**config.mk**
```make
export PLATFORM = sky130hd
export DESIGN_NAME = wishbone_bus_if_flat
export DESIGN_NICKNAME = d
export VERILOG_FILES = /design/src/rtl/wishbone_bus_if_if.sv /design/src/rtl/wishbone_bus_if.sv /design/src/flat_wrapper.sv
export SDC_FILE = /design/constraint.sdc
export NUM_CORES = 1
export LEC_CHECK = 0
export ABC_AREA = 1
export BUFFER_PORTS_ARGS = -buffer_cell sky130_fd_sc_hd__buf_4
export CORE_MARGIN = 2
export CORE_UTILIZATION = 49
export DETAILED_ROUTE_END_ITERATION = 10
export PLACE_DENSITY = 0.9
export SLEW_MARGIN = 10
export SYNTH_ARGS = -nofsm -noshare
export SYNTH_HDL_FRONTEND = slang
export SYNTH_SLANG_ARGS = --single-unit
```
**constraint.sdc**
```tcl
create_clock -name clk -period 2.95 [get_ports clk]
set_clock_uncertainty 0.05 [all_clocks]
set_input_delay 0.59 -clock clk [delete_from_list [all_inputs] [get_ports clk]]
set_output_delay 0.59 -clock clk [all_outputs]
set_load 0.05 [all_outputs]
```
**src/rtl/wishbone_bus_if_if.sv**
```systemverilog
// Wishbone B3 classic bus signals between the CPU-side bridge (master) and a slave.
interface wishbone_bus_if_if #(
  parameter int AW = 32,
  parameter int DW = 32
);
  logic [AW-1:0]   wb_addr_o;
  logic [DW-1:0]   wb_data_o;
  logic            wb_we_o;
  logic [DW/8-1:0] wb_sel_o;
  logic            wb_stb_o;
  logic            wb_cyc_o;
  logic [DW-1:0]   wb_data_i;
  logic            wb_ack_i;

  modport master (
    output wb_addr_o, wb_data_o, wb_we_o, wb_sel_o, wb_stb_o, wb_cyc_o,
    input  wb_data_i, wb_ack_i
  );

  modport slave (
    input  wb_addr_o, wb_data_o, wb_we_o, wb_sel_o, wb_stb_o, wb_cyc_o,
    output wb_data_i, wb_ack_i
  );
endinterface

```
**src/rtl/wishbone_bus_if.sv**
```systemverilog
// CPU memory-port to Wishbone classic bridge: one single transfer per request,
// stalling the pipeline until ack and buffering read data while the pipeline is held.
module wishbone_bus_if #(
  parameter int AW = 32,
  parameter int DW = 32
) (
  input  logic            clk,
  input  logic            rst,
  input  logic [5:0]      stall,
  input  logic            flush,
  input  logic            cpu_ce_i,
  input  logic [AW-1:0]   cpu_addr_i,
  input  logic [DW-1:0]   cpu_data_i,
  input  logic            cpu_we_i,
  input  logic [DW/8-1:0] cpu_sel_i,
  output logic [DW-1:0]   cpu_data_o,
  output logic            stallreq,
  wishbone_bus_if_if.master wb
);

  typedef enum logic [1:0] {
    IDLE,
    BUSY,
    WAIT_FOR_STALL
  } state_t;

  state_t          state, state_nx;
  logic [AW-1:0]   addr_q, addr_nx;
  logic [DW-1:0]   wdata_q, wdata_nx;
  logic            we_q, we_nx;
  logic [DW/8-1:0] sel_q, sel_nx;
  logic            stb_q, stb_nx;
  logic            cyc_q, cyc_nx;
  logic [DW-1:0]   rd_buf, rd_buf_nx;

  // NOTE: every signal written here gets a default first, so no path leaves it
  // unassigned and no latch is inferred.
  always_comb begin
    state_nx   = state;
    addr_nx    = addr_q;
    wdata_nx   = wdata_q;
    we_nx      = we_q;
    sel_nx     = sel_q;
    stb_nx     = stb_q;
    cyc_nx     = cyc_q;
    rd_buf_nx  = rd_buf;
    stallreq   = 1'b0;
    cpu_data_o = '0;

    case (state)
      IDLE: begin
        if (cpu_ce_i) begin
          state_nx = BUSY;
          addr_nx  = cpu_addr_i;
          wdata_nx = cpu_data_i;
          we_nx    = cpu_we_i;
          sel_nx   = cpu_sel_i;
          stb_nx   = 1'b1;
          cyc_nx   = 1'b1;
          stallreq = 1'b1;
        end
      end

      BUSY: begin
        if (wb.wb_ack_i) begin
          addr_nx  = '0;
          wdata_nx = '0;
          we_nx    = 1'b0;
          sel_nx   = '0;
          stb_nx   = 1'b0;
          cyc_nx   = 1'b0;
          if (!we_q) begin
            rd_buf_nx  = wb.wb_data_i;
            cpu_data_o = wb.wb_data_i;
          end
          // Another stage still holds the pipeline: park the read data until it moves.
          state_nx = (stall != '0) ? WAIT_FOR_STALL : IDLE;
        end else begin
          stallreq = 1'b1;
        end
      end

      WAIT_FOR_STALL: begin
        cpu_data_o = rd_buf;
        if (stall == '0) state_nx = IDLE;
      end

      default: state_nx = IDLE;
    endcase

    // An exception abandons whatever is in flight; a late ack then finds cyc low.
    if (flush) begin
      state_nx  = IDLE;
      addr_nx   = '0;
      wdata_nx  = '0;
      we_nx     = 1'b0;
      sel_nx    = '0;
      stb_nx    = 1'b0;
      cyc_nx    = 1'b0;
      rd_buf_nx = '0;
      stallreq  = 1'b0;
    end
  end

  // NOTE: state registers use non-blocking assignments so every flop samples
  // the pre-edge values, independent of statement order.
  always_ff @(posedge clk) begin
    if (rst) begin
      state   <= IDLE;
      addr_q  <= '0;
      wdata_q <= '0;
      we_q    <= 1'b0;
      sel_q   <= '0;
      stb_q   <= 1'b0;
      cyc_q   <= 1'b0;
      rd_buf  <= '0;
    end else begin
      state   <= state_nx;
      addr_q  <= addr_nx;
      wdata_q <= wdata_nx;
      we_q    <= we_nx;
      sel_q   <= sel_nx;
      stb_q   <= stb_nx;
      cyc_q   <= cyc_nx;
      rd_buf  <= rd_buf_nx;
    end
  end

  assign wb.wb_addr_o = addr_q;
  assign wb.wb_data_o = wdata_q;
  assign wb.wb_we_o   = we_q;
  assign wb.wb_sel_o  = sel_q;
  assign wb.wb_stb_o  = stb_q;
  assign wb.wb_cyc_o  = cyc_q;

endmodule

```
**src/flat_wrapper.sv**
```systemverilog
// flat-port wrapper written by rule: the top's interface ports become plain ports
module wishbone_bus_if_flat 
#(
  parameter int AW = 32,
  parameter int DW = 32
)
  (clk, rst, stall, flush, cpu_ce_i, cpu_addr_i, cpu_data_i, cpu_we_i, cpu_sel_i, cpu_data_o, stallreq, wb_wb_addr_o, wb_wb_data_o, wb_wb_we_o, wb_wb_sel_o, wb_wb_stb_o, wb_wb_cyc_o, wb_wb_data_i, wb_wb_ack_i);
  wishbone_bus_if_if #(.AW(AW), .DW(DW)) wb_i ();
  input  logic clk;
  input  logic rst;
  input  logic [5:0] stall;
  input  logic flush;
  input  logic cpu_ce_i;
  input  logic [AW-1:0] cpu_addr_i;
  input  logic [DW-1:0] cpu_data_i;
  input  logic cpu_we_i;
  input  logic [DW/8-1:0] cpu_sel_i;
  output logic [DW-1:0] cpu_data_o;
  output logic stallreq;
  output wire logic [$bits(wb_i.wb_addr_o)-1:0] wb_wb_addr_o;
  output wire logic [$bits(wb_i.wb_data_o)-1:0] wb_wb_data_o;
  output wire logic [$bits(wb_i.wb_we_o)-1:0] wb_wb_we_o;
  output wire logic [$bits(wb_i.wb_sel_o)-1:0] wb_wb_sel_o;
  output wire logic [$bits(wb_i.wb_stb_o)-1:0] wb_wb_stb_o;
  output wire logic [$bits(wb_i.wb_cyc_o)-1:0] wb_wb_cyc_o;
  input wire logic [$bits(wb_i.wb_data_i)-1:0] wb_wb_data_i;
  input wire logic [$bits(wb_i.wb_ack_i)-1:0] wb_wb_ack_i;
  assign wb_wb_addr_o = wb_i.wb_addr_o;
  assign wb_wb_data_o = wb_i.wb_data_o;
  assign wb_wb_we_o = wb_i.wb_we_o;
  assign wb_wb_sel_o = wb_i.wb_sel_o;
  assign wb_wb_stb_o = wb_i.wb_stb_o;
  assign wb_wb_cyc_o = wb_i.wb_cyc_o;
  assign wb_i.wb_data_i = wb_wb_data_i;
  assign wb_i.wb_ack_i = wb_wb_ack_i;
  wishbone_bus_if #(.AW(AW), .DW(DW)) u_core (.clk(clk), .rst(rst), .stall(stall), .flush(flush), .cpu_ce_i(cpu_ce_i), .cpu_addr_i(cpu_addr_i), .cpu_data_i(cpu_data_i), .cpu_we_i(cpu_we_i), .cpu_sel_i(cpu_sel_i), .cpu_data_o(cpu_data_o), .stallreq(stallreq), .wb(wb_i));
endmodule
```
; ---- Yosys cells after proc, flatten, opt, wreduce, memory -nomap -nowiden
; Cells that the tools add are included.
; Widths: inputs -> output; s select.
[word_totals]
ff_bits = 104
inputBits = 112
out_inout_bits = 104
wordCells = 46
[op_classes]
n_eq_ne = 5
mux = 25
bitwise = 1
n_reduce_logical = 8
[ops]
columns = cell, count
row1 = $pmux 32 s2, 3
row2 = $mux 32, 5
row3 = $reduce_and 3->1, 3
row4 = $mux 2, 4
row5 = $mux 4, 2
row6 = $pmux 4 s2, 1
row7 = $logic_not 6->1, 1
row8 = $mux 1, 6
row9 = $pmux 1 s2, 3
row10 = $pmux 2 s3, 1
row11 = $reduce_bool 6->1, 1
row12 = $ne 2x2->1 const B, 2
row13 = $eq 2x1->1 const B, 1
row14 = $eq 2x2->1 const B, 1
row15 = $logic_not 2->1, 1
row16 = $ne 2x1->1 const B, 1
row17 = $reduce_bool 2->1, 1
row18 = $reduce_or 2->1, 1
row19 = $not 1->1, 1

; ---- Longest topological paths before layout
[logic_depth]
depth_word = 4
mapped_depth = 10
depth_no_buf = 9

; ---- Worst setup path after synthesis
; Ideal clock, no wire load.
[synth_timing]
path_kind = register to output
from = register u_core.state[1]
to = output cpu_data_o[10]
arrival_ns = 1.937
required_time_ns = 2.310
setup_slack_ns = 0.373
stages_incl_launch_ff = 8
path_cell_list = dfxtp_1 inv_1 ha_1 inv_2 nor3_4 buf_4 nand2_1 a21oi_1
[synth_via]
elab_chain_len = 2
elab_cells_between_ends = 3
[synth_rtl]
columns = item, line_no
row1 = "start, declared", wishbone_bus_if.sv:27  ; state_t state, state_nx;
row2 = "start signal, assigned", wishbone_bus_if.sv:118  ; state <= state_nx;
row3 = $eq 2x2->1 or $eq 2x1->1 (tied branches), wishbone_bus_if.sv:50  ; case (state)
row4 = $pmux 32 s2 (*), wishbone_bus_if.sv:50
row5 = "end, declared", flat_wrapper.sv:18  ; output logic [DW-1:0] cpu_data_o;
; Mark *: on every way between the ends. The rest lies on a longest branch, timed or not.

; ---- Worst setup path after layout
[layout_timing]
from = register u_core.state[1]
to = output cpu_data_o[17]
; Same word-level chain as after synthesis.

==> key figures <==
Critical path
  – Number of cells on the worst reg-to-reg path: 7
  – Reg2reg end: u_core.wb.wb_addr_o[15]
  – Critical path peak fanout: 33
  – Cell with the biggest individual delay on the critical path: sky130_fd_sc_hd__dfxtp_1
  – Worst R2R Setup Slack: 1.01 ns
  – Crit path arrival time: 2.10 ns
  – Cell chain of the critical path: inv_1 -> ha_2 -> inv_2 -> nor3_4 -> buf_6 -> nand2_1 -> a21oi_1 -> buf_4
  – Kind of start point of the critical path: flop
  – Worst path max stage delay: 0.32 ns
  – Reg2reg start: u_core.state[0]
  – Crit. End Element: output port
  – Setup CP Type: reg2out
  – Crit path from: u_core.state[1]
  – Required time at the worst-slack endpoint: 2.31 ns

Placed design
  – RD Place Congestion: 0.802
  – Buffers added on ports: 215
  – Pre-CTS worst setup slack: 0.434 ns
  – HPWL Detailed: 8910 um

Yosys
  – YS warnings: 0
  – Post-synthesis cell area: 4280 um2
  – Net count after synthesis: 682
  – Area leader, netlist: sky130_fd_sc_hd__dfxtp_1
  – Cells taking the most area after synthesis: sky130_fd_sc_hd__dfxtp_1, sky130_fd_sc_hd__a21oi_1, sky130_fd_sc_hd__nand2_1, sky130_fd_sc_hd__nand4_1, sky130_fd_sc_hd__clkbuf_1
  – Post-Syn Area per Cell: 7.57 um2
  – Count of distinct cell types in the synthesized netlist: 15
  – Part of the Yosys area used for sequential elements: 0.486
  – Cells after Synth: 566
  – Flip-flop and latch count after synthesis: 104
  – Area share of the leading cell type in the synthesized netlist: 0.486

Worst hold path
  – Destination of the worst hold path: u_core.wb.wb_addr_o[22]
  – Origin of the worst min-delay path: u_core.wb.wb_addr_o[22]
  – Cell depth of the worst hold path: 2
  – Path type of the worst min-delay path: reg2reg

Route
  – Total Routed Length: 13300 um
  – Mean routed wirelength per cell: 15.5 um
  – Number of remaining DRC errors: 0
  – Mean number of vias per cell: 5.54
  – Number of iterations in the first detailed-routing pass: 5
  – Routed via count: 4759
  – Number of routed nets with antenna violations: 0
  – DR iter-0 viols: 235

Clocking
  – Clock tree from TritonCTS: done
  – CTS Buf Count: 9
  – Max Root-Sink Buffers: 2
  – CTS root buf: sky130_fd_sc_hd__clkbuf_8
  – H-Tree Depth: 3
  – Sink Count: 104
  – Clock-pin transition on the worst setup and hold timing paths: 0.09 ns
  – Latest clock arrival within the worst-skew pair: 0.35 ns

Layout
  – Share of layout cells above drive strength 1: 0.332
  – Number of nets in the final layout: 862
  – Finished Core Util: 0.706
  – Area delta synth->final: 41.6%
  – Antenna diode count: 0

STA
  – Worst slew pin tran: 0.795 ns
  – Setup repair after global routing missed its margin: false
  – Final worst slack: 0.215 ns
  – Rel. slew slack: 0.470
  – Sum of negative setup slack: 0 ns
  – Final cycle utilization of the critical path: 0.927
  – Final hold violations: 0
  – Pins over their slew limit: 0
  – Peak Freq: 366 MHz
  – Shortest clock period the worst path allows after layout: 2.74 ns
  – Final setup fails: 0

Floorplanning
  – Initial Util: 0.499
  – Row count: 34
  – Die area: 9510 um2
  – Area of the core: 8590 um2
  – I/O pin cnt: 216
  – Height of the die: 97.5 um
  – Die width: 97.5 um

Power and ir drop
  – IR drop worst, VDD: 0.000327 V
  – Leakage power: 2.48 nW
  – Power density cells: 508 nW/um2

Global routing
  – Total overflow reported by the global router: 0
  – First-pass GRT wire length: 21200 um
  – GR Util All Layers: 0.265
  – Antenna violations before repair: 0
  – Vias in the first global route: 4536
  – Pin count of the biggest net entering global routing: 79

Run
  – Number of violations of the max-capacitance limit: 0

Status
  – Run status: finished clean
==> worst max-delay path: cells and delay by family, from the launching register on <==
| family | cells | cell delay [ns] |
|---|---|---|
| AND/OR/NAND/NOR | 2 | 0.25 |
| buffers and inverters | 4 | 0.70 |
| adder cells (fa/ha/maj) | 1 | 0.27 |
| AO/OA/AOI/OAI | 1 | 0.20 |
| flip-flops | 1 | 0.32 |
==> cell families (layout without fill, tap and decap cells) <==
| kind of cell | count (synthesis) | count (layout) | synth area share |
|---|---|---|---|
| buffers and inverters | 65 | 250 | 0.0736 |
| flip-flops | 104 | 104 | 0.486 |
| adder cells (fa/ha/maj) | 4 | 4 | 0.0117 |
| AND/OR/NAND/NOR | 257 | 257 | 0.269 |
| AO/OA/AOI/OAI | 136 | 136 | 0.160 |
==> layer usage <==
layer	vias up	global-route usage	wire, um
met1	2222	0.323	5200
met5	-	0	0
li1	2285	-	-
met4	0	0.108	401
met2	218	0.446	6680
met3	34	0.0691	1030
==> layout by cell type, fill, tap and decap left out, drive strengths merged <==
cell type / synthesis / routed
buf: 14 / 223
a21oi: 135 / 135
nor3: 1 / 1
clkinvlp: 0 / 2
nand3: 2 / 2
inv: 10 / 12
clkinv: 0 / 1
dfxtp: 104 / 104
ha: 4 / 4
o21ai: 1 / 1
nand4: 69 / 69
clkbuf: 41 / 11
nand2: 177 / 177
nor2: 8 / 8
bufinv: 0 / 1
==> report_power, final <==
part           leakage [nW]  internal [mW]  switching (mW)  total [mW]
Sequential            0.843           1.45          0.0233        1.47
Clock                 0.111          0.447           0.492       0.939
Combinational          1.53          0.232           0.444       0.677
==> final cells by class <==
cell class | instances | area, um2
repair buffers | 223 | 1690
flip-flops and latches | 104 | 2080
well taps | 108 | 135
clock inverters | 5 | 61.3
inverters | 10 | 41.3
fillers | 685 | 2520
clock buffers | 11 | 151
multi-input cells | 397 | 1900
repair inverters | 1 | 7.51
==> worst max-delay path by stage <==
stage                     endpoint  slack, ns  cells past startpoint
floorplan           cpu_data_o[10]       0.37                      7
global placement     cpu_data_o[7]       0.48                      7
detailed placement   cpu_data_o[7]       0.43                      8
CTS                  cpu_data_o[7]       0.03                      8
global route         cpu_data_o[7]       0.06                      8
finish              cpu_data_o[17]       0.21                      8
==> flip-flops by register name, indices dropped and copies added, names as in the netlist <==
register	cells
u_core.rd_buf	32
u_core.wb.wb_addr_o	32
u_core.wb.wb_data_o	32
u_core.wb.wb_sel_o	4
u_core.state	2
u_core.wb.wb_stb_o	1
u_core.wb.wb_we_o	1
==> what timing repair did <==
action                                  CTS  global route
resized for setup                         0             4
endpoints found under the setup margin    0            31
hold buffers                              0             0
buffers inserted                          0             0
endpoints found under the hold margin     0             0
==> synth_stat cells <==
| cell | n |
|---|---|
| sky130_fd_sc_hd__nand4_1 | 69 |
| sky130_fd_sc_hd__nand3_1 | 2 |
| sky130_fd_sc_hd__buf_4 | 4 |
| sky130_fd_sc_hd__a21oi_1 | 135 |
| sky130_fd_sc_hd__clkbuf_1 | 41 |
| sky130_fd_sc_hd__buf_6 | 7 |
| sky130_fd_sc_hd__inv_1 | 7 |
| sky130_fd_sc_hd__inv_2 | 3 |
| sky130_fd_sc_hd__ha_1 | 4 |
| sky130_fd_sc_hd__nor3_4 | 1 |
| sky130_fd_sc_hd__buf_2 | 3 |
| sky130_fd_sc_hd__dfxtp_1 | 104 |
| sky130_fd_sc_hd__nand2_1 | 177 |
| sky130_fd_sc_hd__nor2_1 | 8 |
| sky130_fd_sc_hd__o21ai_2 | 1 |
==> stage by stage <==
step	std cells	instance area (um2)	power [mW]	hold slack, ns
2_1_floorplan	566	4280	1.94	0.390
3_5_place_dp	842	5840	2.17	0.403
5_1_grt	859	6070	3.21	0.429
3_3_place_gp	842	5840	2.15	0.398
4_1_cts	858	6050	3.09	0.417
6_report	859	6070	3.09	0.418
(Power assumes the default switching activity.)
